**config.mk**
```make
export PLATFORM = sky130hd
export DESIGN_NAME = image_feeder
export DESIGN_NICKNAME = d
export VERILOG_FILES = /design/src/rtl/image_feeder_pkg.sv /design/src/rtl/feeder_fifo.sv /design/src/rtl/image_feeder.sv
export SDC_FILE = /design/constraint.sdc
export NUM_CORES = 1
export LEC_CHECK = 0
export BUFFER_PORTS_ARGS = -buffer_cell sky130_fd_sc_hd__buf_2
export CAP_MARGIN = 20
export CELL_PAD_IN_SITES_DETAIL_PLACEMENT = 2
export CELL_PAD_IN_SITES_GLOBAL_PLACEMENT = 2
export CORE_ASPECT_RATIO = 1.2
export CORE_MARGIN = 4
export CORE_UTILIZATION = 36
export DETAILED_ROUTE_END_ITERATION = 10
export GPL_TIMING_DRIVEN = 0
export PLACE_DENSITY = 0.92
export SLEW_MARGIN = 20
export SYNTH_ARGS = -nofsm -noshare
export SYNTH_HDL_FRONTEND = slang
export SYNTH_SLANG_ARGS = --single-unit
```
**constraint.sdc**
```tcl
create_clock -name clk -period 5.6 [get_ports clk]
set_input_delay 0.56 -clock clk [delete_from_list [all_inputs] [get_ports clk]]
set_output_delay 0.56 -clock clk [all_outputs]
set_load 0.05 [all_outputs]
```
**src/rtl/image_feeder_pkg.sv**
```systemverilog
// image_feeder_pkg: feeder entries of the shared config address map, FSM encoding
// and the window-length helper used by image_feeder.
package image_feeder_pkg;

    localparam int unsigned CFG_FEEDER_BASE  = 32'd8;
    localparam int unsigned CFG_FEEDER_SIZE  = 32'd9;
    localparam int unsigned CFG_FEEDER_START = 32'd10;

    typedef enum logic [3:0] {
        S_IDLE  = 4'b0001,
        S_FETCH = 4'b0010,
        S_FLUSH = 4'b0100,
        S_DONE  = 4'b1000
    } feeder_state_e;

    // A zero window length still delivers one word per window.
    function automatic logic [15:0] eff_win_len(input logic [15:0] len);
        return (len == 16'd0) ? 16'd1 : len;
    endfunction

endpackage

```
**src/rtl/feeder_fifo.sv**
```systemverilog
// feeder_fifo: 2-entry FIFO whose head entry drives the outputs straight from flops.
// Pushing into a full FIFO is prevented upstream by the read-issue throttle.
module feeder_fifo #(
    parameter int WIDTH = 65
) (
    input  logic             clk,
    input  logic             rst,
    input  logic             wr_en,
    input  logic [WIDTH-1:0] wr_data,
    input  logic             rd_en,
    output logic [WIDTH-1:0] rd_data,
    output logic             rd_valid,
    output logic [1:0]       count
);
    logic [WIDTH-1:0] head_q;
    logic [WIDTH-1:0] tail_q;
    logic             head_vld_q;
    logic             tail_vld_q;
    logic             pop;

    assign pop = rd_en && head_vld_q;

    always_ff @(posedge clk) begin
        if (!rst) begin
            head_q     <= '0;
            tail_q     <= '0;
            head_vld_q <= 1'b0;
            tail_vld_q <= 1'b0;
        end else if (pop) begin
            if (tail_vld_q) begin
                head_q     <= tail_q;
                tail_vld_q <= wr_en;
                if (wr_en) begin
                    tail_q <= wr_data;
                end
            end else begin
                head_vld_q <= wr_en;
                if (wr_en) begin
                    head_q <= wr_data;
                end
            end
        end else if (wr_en) begin
            if (!head_vld_q) begin
                head_q     <= wr_data;
                head_vld_q <= 1'b1;
            end else begin
                tail_q     <= wr_data;
                tail_vld_q <= 1'b1;
            end
        end
    end

    assign rd_data  = head_q;
    assign rd_valid = head_vld_q;
    assign count    = {1'b0, head_vld_q} + {1'b0, tail_vld_q};

endmodule

```
**src/rtl/image_feeder.sv**
```systemverilog
// image_feeder: reads (win_nb+1) windows of win_len words from the image buffer and
// streams them to the layers. Define IMAGE_FEEDER_STALL_CNT_EN to add stall_cnt.
module image_feeder
    import image_feeder_pkg::*;
#(
    parameter int CFG_DWIDTH = 32,
    parameter int CFG_AWIDTH = 5,
    parameter int GROUP_NB   = 4,
    parameter int IMG_WIDTH  = 16,
    parameter int BUF_AWIDTH = 10
) (
    input  logic                          clk,
    input  logic                          rst,
    input  logic [CFG_DWIDTH-1:0]         cfg_data,
    input  logic [CFG_AWIDTH-1:0]         cfg_addr,
    input  logic                          cfg_valid,
    output logic [BUF_AWIDTH-1:0]         buf_addr,
    output logic                          buf_rd_en,
    input  logic [GROUP_NB*IMG_WIDTH-1:0] buf_data,
    output logic [GROUP_NB*IMG_WIDTH-1:0] image_bus,
    output logic                          image_last,
    output logic                          image_val,
    input  logic                          image_rdy,
    output logic                          busy,
    output logic                          done
`ifdef IMAGE_FEEDER_STALL_CNT_EN
    ,
    output logic [31:0]                   stall_cnt
`endif
);
    localparam int DW = GROUP_NB * IMG_WIDTH;

    logic [BUF_AWIDTH-1:0] base_q;
    logic [15:0]           win_len_q;
    logic [7:0]            win_nb_q;
    logic                  cfg_base_hit;
    logic                  cfg_size_hit;
    logic                  start_req;
    logic                  start_acc;
    logic                  unused_cfg_hi;

    feeder_state_e         state_q;
    logic                  busy_q;
    logic                  done_q;
    logic [BUF_AWIDTH-1:0] addr_q;
    logic [15:0]           word_q;
    logic [15:0]           len_q;
    logic [7:0]            win_q;
    logic [7:0]            nb_q;
    logic                  pend_q;
    logic                  pend_last_q;

    logic [1:0]            fifo_cnt;
    logic [DW:0]           fifo_rd_data;
    logic                  fifo_pop;
    logic [1:0]            fill_d;
    logic                  rd_issue;
    logic                  rd_last;
    logic                  rd_final;

    assign cfg_base_hit  = cfg_valid && (cfg_addr == CFG_AWIDTH'(CFG_FEEDER_BASE));
    assign cfg_size_hit  = cfg_valid && (cfg_addr == CFG_AWIDTH'(CFG_FEEDER_SIZE));
    assign start_req     = cfg_valid && (cfg_addr == CFG_AWIDTH'(CFG_FEEDER_START)) && cfg_data[0];
    assign start_acc     = start_req && (state_q == S_IDLE);
    assign unused_cfg_hi = ^cfg_data[CFG_DWIDTH-1:24];

    // Config registers deliberately survive reset.
    always_ff @(posedge clk) begin
        if (cfg_base_hit) begin
            base_q <= cfg_data[BUF_AWIDTH-1:0];
        end
        if (cfg_size_hit) begin
            win_len_q <= cfg_data[15:0];
            win_nb_q  <= cfg_data[23:16];
        end
    end

    // fill_d: FIFO occupancy after this edge, counting the word already in flight.
    assign fifo_pop = image_val && image_rdy;
    assign fill_d   = fifo_cnt + {1'b0, pend_q} - {1'b0, fifo_pop};
    assign rd_issue = (state_q == S_FETCH) && (fill_d < 2'd2);
    assign rd_last  = (word_q == len_q - 16'd1);
    assign rd_final = rd_issue && rd_last && (win_q == nb_q);

    always_ff @(posedge clk) begin
        if (!rst) begin
            state_q     <= S_IDLE;
            busy_q      <= 1'b0;
            done_q      <= 1'b0;
            addr_q      <= '0;
            word_q      <= '0;
            win_q       <= '0;
            len_q       <= 16'd1;
            nb_q        <= '0;
            pend_q      <= 1'b0;
            pend_last_q <= 1'b0;
        end else begin
            pend_q      <= rd_issue;
            pend_last_q <= rd_last;
            if (rd_issue) begin
                addr_q <= addr_q + 1'b1;
                if (rd_last) begin
                    word_q <= '0;
                    win_q  <= win_q + 8'd1;
                end else begin
                    word_q <= word_q + 16'd1;
                end
            end
            case (state_q)
                S_IDLE: begin
                    done_q <= 1'b0;
                    if (start_acc) begin
                        state_q <= S_FETCH;
                        busy_q  <= 1'b1;
                        addr_q  <= base_q;
                        word_q  <= '0;
                        win_q   <= '0;
                        len_q   <= eff_win_len(win_len_q);
                        nb_q    <= win_nb_q;
                    end
                end
                S_FETCH: begin
                    if (rd_final) begin
                        state_q <= S_FLUSH;
                    end
                end
                S_FLUSH: begin
                    if (fill_d == 2'd0) begin
                        state_q <= S_DONE;
                        busy_q  <= 1'b0;
                        done_q  <= 1'b1;
                    end
                end
                S_DONE: begin
                    state_q <= S_IDLE;
                    done_q  <= 1'b0;
                end
                default: begin
                    state_q <= S_IDLE;
                    busy_q  <= 1'b0;
                    done_q  <= 1'b0;
                end
            endcase
        end
    end

    feeder_fifo #(
        .WIDTH(DW + 1)
    ) u_fifo (
        .clk     (clk),
        .rst     (rst),
        .wr_en   (pend_q),
        .wr_data ({buf_data, pend_last_q}),
        .rd_en   (image_rdy),
        .rd_data (fifo_rd_data),
        .rd_valid(image_val),
        .count   (fifo_cnt)
    );

    assign image_bus  = fifo_rd_data[DW:1];
    assign image_last = fifo_rd_data[0];
    assign buf_addr   = addr_q;
    assign buf_rd_en  = rd_issue;
    assign busy       = busy_q;
    assign done       = done_q;

`ifdef IMAGE_FEEDER_STALL_CNT_EN
    logic [31:0] stall_q;

    always_ff @(posedge clk) begin
        if (!rst) begin
            stall_q <= '0;
        end else if (start_acc) begin
            stall_q <= '0;
        end else if (image_val && !image_rdy && (stall_q != '1)) begin
            stall_q <= stall_q + 32'd1;
        end
    end

    assign stall_cnt = stall_q;
`endif

endmodule

```
# Word level (Yosys, flattened, before mapping)
# Cells that the tools add are included.
# Widths: inputs -> output; s select.
# word_totals
reg_bits,232
in_bits,105
out_inout_bits,79
# classes
addsub,7
n_lt_le_gt_ge,1
n_eq_ne,16
n_mux,37
bitwise,2
reduce_logical,23
# op_table
operator,count
$mux 65,9
$mux 16,5
$mux 8,4
$mux 10,3
$add 16x1->16 const B,1
$eq 16x16->1,1
$logic_not 16->1,1
$sub 16x1->16 const B,1
$eq 5x4->1 const B,3
$mux 4,3
$ne 2x2->1 const B,6
$pmux 4 s3,1
$add 10x1->10 const B,1
$mux 1,10
$logic_and 1x1->1,9
$reduce_and 3->1,3
$add 8x1->8 const B,1
$eq 8x8->1,1
$reduce_and 2->1,4
$reduce_bool 2->1,3
$eq 4x1->1 const B,1
$eq 4x2->1 const B,1
$eq 4x3->1 const B,1
$eq 4x4->1 const B,1
11 further kinds,12

# Logic depth before layout (Yosys ltp)
# depth
depth_word,9
depth_mapped,11
mapped_depth_nobuf,11

# Cells and area by module
# Synthesis repeated with hierarchy kept, for this count alone.
# hier_totals
cells_unflattened,1189
area_unflattened_um2,11054.4
# by_module_without_submodules
module,n_inst,cells_each,area_each_um2,seq_area_each_um2
feeder_fifo,1,751,6572.6,2642.5
image_feeder,1,438,4481.8,2342.2

# Worst setup path before layout
# No wires, ideal clock.
# synth_path
path_type,register to register
startpoint,"register u_fifo.head_vld_q, in the netlist u_fifo.rd_valid"
endpoint,"register addr_q[2], in the netlist buf_addr[2]"
setup_time_ps,86
t_arrival_ps,3149
slack_ps,2365
path_stages_with_launch,11
path_buffers,1
period_less_slack_ps,3235
path_cell_list,dfxtp_1 -> and2_1 -> ha_1 -> inv_1 -> fa_1 -> xnor2_1 -> and4b_1 -> buf_1 -> nand2_1 -> xor2_1 -> a211oi_1
# synth_via
elab_chain_len,8
word_cells_on_any_way,9
# synth_lines
element,line,rtl
"start, declared",feeder_fifo.sv:17,logic head_vld_q;
"start signal, assigned",feeder_fifo.sv:37,head_vld_q <= wr_en;
$add 1x1->2,feeder_fifo.sv:55,"assign count = {1'b0, head_vld_q} + {1'b0, tail_vld_q};"
$add 2x1->2,image_feeder.sv:80,"assign fill_d = fifo_cnt + {1'b0, pend_q} - {1'b0, fifo_pop};"
$sub 2x1->2 (*),image_feeder.sv:80,
$lt 2x2->1 (*),image_feeder.sv:81,assign rd_issue = (state_q == S_FETCH) && (fill_d < 2'd2);
$logic_and 1x1->1 (*),image_feeder.sv:81,
via buf_rd_en,image_feeder.sv:18,"output logic buf_rd_en,"
$mux 10 (*),image_feeder.sv:100,if (rd_issue) begin
$mux 10,image_feeder.sv:112,if (start_acc) begin
$mux 10 (*),image_feeder.sv:109,case (state_q)
"end signal, assigned",image_feeder.sv:101,addr_q <= addr_q + 1'b1;
"end signal, assigned",image_feeder.sv:115,addr_q <= base_q;
"end, declared",image_feeder.sv:45,logic [BUF_AWIDTH-1:0] addr_q;
# The timed path passes the listed nets; every way through them passes the cells marked *.
# A chain may end at the register's enable or synchronous reset.

# Worst setup path after layout
# layout_path
startpoint,"register u_fifo.head_vld_q, in the netlist u_fifo.rd_valid"
endpoint,output buf_rd_en
# layout_via
elab_chain_len,5
word_cells_on_any_way,6
# layout_lines
element,line
$add 1x1->2,feeder_fifo.sv:55
$add 2x1->2,image_feeder.sv:80
$sub 2x1->2 (*),image_feeder.sv:80
$lt 2x2->1 (*),image_feeder.sv:81
$logic_and 1x1->1 (*),image_feeder.sv:81
"end, declared",image_feeder.sv:18
# Mark *: on every way between the ends. The rest lies on a longest branch, timed or not.

==> results.json <==
{
  "fp.dieW_um": 157.0,
  "first_pass_iters": 4,
  "die_h_um": 186.8,
  "synthesis.area_mm2": 0.009588,
  "cts_resized": 0,
  "final_cell_area_mm2": 0.01178,
  "combPwrFrac": 0.034,
  "worst_pin_slew_ns": 1.021,
  "cts_buffers": 26,
  "nets": 1339,
  "synth_area_leaders": "dfxtp_1 (41%), edfxtp_1 (11%), mux2i_1 (7.5%)",
  "cts_hold_buf": 0,
  "seq_area_frac_synth": 0.5199,
  "gr-total-overflow": 0,
  "hold_path_class": "primary input to flip-flop",
  "grt_max_degree": 14,
  "gp_congestion": 0.8189,
  "yosysWarnings": 0,
  "path_clk_slew_ns": 0.06,
  "track_usage": 0.2539,
  "cts_setup_buffers": 0,
  "ys_ff_latch": 232,
  "fin_tns_setup_ns": 0,
  "drv_slew": 0,
  "synthToLayoutAreaGrowth_pct": 22.81,
  "synth.largest_area_cell": "dfxtp_1",
  "intPower_mw": 2.725,
  "vias": 8792,
  "path_cells": "and2_1 -> ha_1 -> inv_1 -> fa_1 -> xnor2_1 -> and4b_1 -> buf_1 -> buf_2",
  "antenna_found_initial": 11,
  "cts_tree": "yes",
  "clkPwrFrac": 0.487,
  "viasPerCell": 5.533,
  "cts_sinks": 232,
  "synth_edf_count": 34,
  "grt_first_pass_wirelength_mm": 58.85,
  "initial_utilization": 0.3650,
  "synth_cell_types": 55,
  "critical-path-slowest-cell": "buf_1",
  "seqPwrFrac": 0.479,
  "finalSetupViolations": 0,
  "core_mm2": 0.02627,
  "switching_share": 0.2307,
  "min_period_over_period": 0.7250,
  "drive_gt1_frac": 0.1875,
  "max_slew_margin": 0.3168,
  "synth_common_cells": "dfxtp_1 (198), nand2_1 (183), nor2_1 (116)",
  "clock_path_buffers": 3,
  "synth_most_common_cell": "dfxtp_1",
  "pwr_density_cell_mw_per_mm2": 300.8,
  "critical_path_arrival_ns": 3.50,
  "h-tree-depth": 1,
  "place_area_mm2": 0.01091,
  "ant_nets": 0,
  "synth.net_count": 1134,
  "wire_per_inst_um": 24.13,
  "crit_path_end_kind": "primary output",
  "avgSynthCellArea_um2": 9.372,
  "max_stage_delay_ns": 0.60,
  "async_flop_share": 0,
  "fin_crit_ns": 4.060,
  "die_area_mm2": 0.02932,
  "cellLeakagePower_nw": 4.896,
  "num_io_pins": 184,
  "port_buffers": 174,
  "drc": 0,
  "dp_hpwl_mm": 26.10,
  "p_sw_mw": 0.8173,
  "ir_drop_v": 0.0002314,
  "grt_pass1_vias": 10200,
  "hold_viol_final": 0,
  "num_rows": 65,
  "worstSkewPairLatency_ns": 0.55,
  "status": "finished, final reports clean",
  "start_kind": "flip-flop",
  "fmax_mhz": 246.3,
  "fin_skew_ns": 0.02217,
  "synth_top_area_share": 0.4134,
  "routed_wl_mm": 38.34,
  "clockRootBuffer": "clkbuf_16",
  "ys.flop_type": "dfxtp_1",
  "rsz0062_at_grt": "false",
  "syn_inst": 1023,
  "drtIter0Drc": 350,
  "critPathMaxFanout": 10,
  "crit_type": "flip-flop to primary output",
  "worstPathRequired_ns": 5.04,
  "drv_cap": 0
}
-- metrics by stage --
stage | worst slack, ns | utilization | cells | power, mW | hold WS (ns)
floorplan | 2.365 | - | 1023 | 1.778 | 0.4315
global placement | 1.523 | 0.4141 | 1532 | 1.842 | 0.4405
detailed placement | 1.836 | 0.4153 | 1535 | 1.849 | 0.4506
CTS | 1.515 | 0.4477 | 1583 | 3.573 | 0.1715
global route | 1.337 | 0.4482 | 1588 | 3.667 | 0.1733
finish | 1.540 | 0.4483 | 1589 | 3.542 | 0.1903
-- worst max-delay path, delay by kind of cell, from the launching register on --
| family | cells | cell delay, ns |
|---|---|---|
| AND/OR/NAND/NOR | 2 | 0.65 |
| buffers and inverters | 3 | 1.04 |
| adder cells (fa/ha/maj) | 2 | 0.66 |
| flip-flops | 1 | 0.39 |
| XOR/XNOR | 1 | 0.22 |
-- layout by cell type (no fill, tap or decap), types with 23 or more instances in the layout --
cell | synthesis | final
xor2_1 | 35 | 35
buf_2 | 3 | 177
dfxtp_1 | 198 | 198
a211oi_1 | 75 | 75
xnor2_1 | 23 | 23
clkbuf_16 | 0 | 27
mux2i_1 | 72 | 72
a21oi_1 | 83 | 83
clkbuf_1 | 64 | 71
edfxtp_1 | 34 | 34
nand2_1 | 183 | 183
nor2_1 | 116 | 116
-- path summary, 6_finish.rpt --
path | startpoint | endpoint | slack, ns | depth (start not counted)
worst max-delay path | u_fifo.rd_valid | buf_rd_en | 1.54 | 8
worst min register to register | u_fifo.tail_q[40] | u_fifo.tail_q[40] | 0.46 | 2
worst max register to register | u_fifo.rd_valid | buf_addr[2] | 2.14 | 10
worst min-delay path | cfg_data[18] | win_nb_q[2] | 0.19 | 1
-- power groups by stage --
stage	registers (mW)	logic (mW)	clock network [mW]
global route	1.70	0.129	1.84
detailed placement	1.73	0.115	0
global placement	1.73	0.109	0
finish	1.70	0.120	1.72
CTS	1.70	0.119	1.76
floorplan	1.73	0.0442	0
-- logic make-up after synthesis --
logic type               Yosys count  synth area share
AO/OA/AOI/OAI                    192            0.1319
buffers and inverters             81           0.03289
adder cells (fa/ha/maj)            6          0.008613
XOR/XNOR                          59           0.05533
AND/OR/NAND/NOR                  381            0.1762
multiplexers                      72           0.07517
flip-flops                       232            0.5199
-- flip-flops by register name, indices dropped and copies added, names as in the netlist --
name / cells
u_fifo.tail_q: 65
len_q: 16
win_len_q: 16
state_q: 4
pend_last_q: 1
u_fifo.rd_data: 65
busy: 1
u_fifo.rd_valid: 1
win_nb_q: 8
base_q: 10
word_q: 16
done: 1
pend_q: 1
nb_q: 8
u_fifo.tail_vld_q: 1
buf_addr: 10
win_q: 8
-- area by class of cell --
type / instances / area, um^2
Multi-Input combinational cell: 710 / 4298
Sequential cell: 232 / 4985
Antenna cell: 6 / 15.01
Fill cell: 2855 / 14490
Buffer: 70 / 274.0
Clock inverter: 10 / 92.59
Clock buffer: 38 / 757.0
Tap cell: 335 / 419.2
Timing Repair Buffer: 177 / 893.4
Inverter: 11 / 41.29
-- per-layer routing --
metal / global-route usage / up-vias / wire length [um]
met5: 0 / - / 68
met2: 0.4840 / 243 / 21040
met4: 0.1072 / 12 / 1423
met1: 0.2585 / 4448 / 13700
met3: 0.06008 / 109 / 2111
li1: - / 3980 / -
Power figures use the tool's default switching activity.
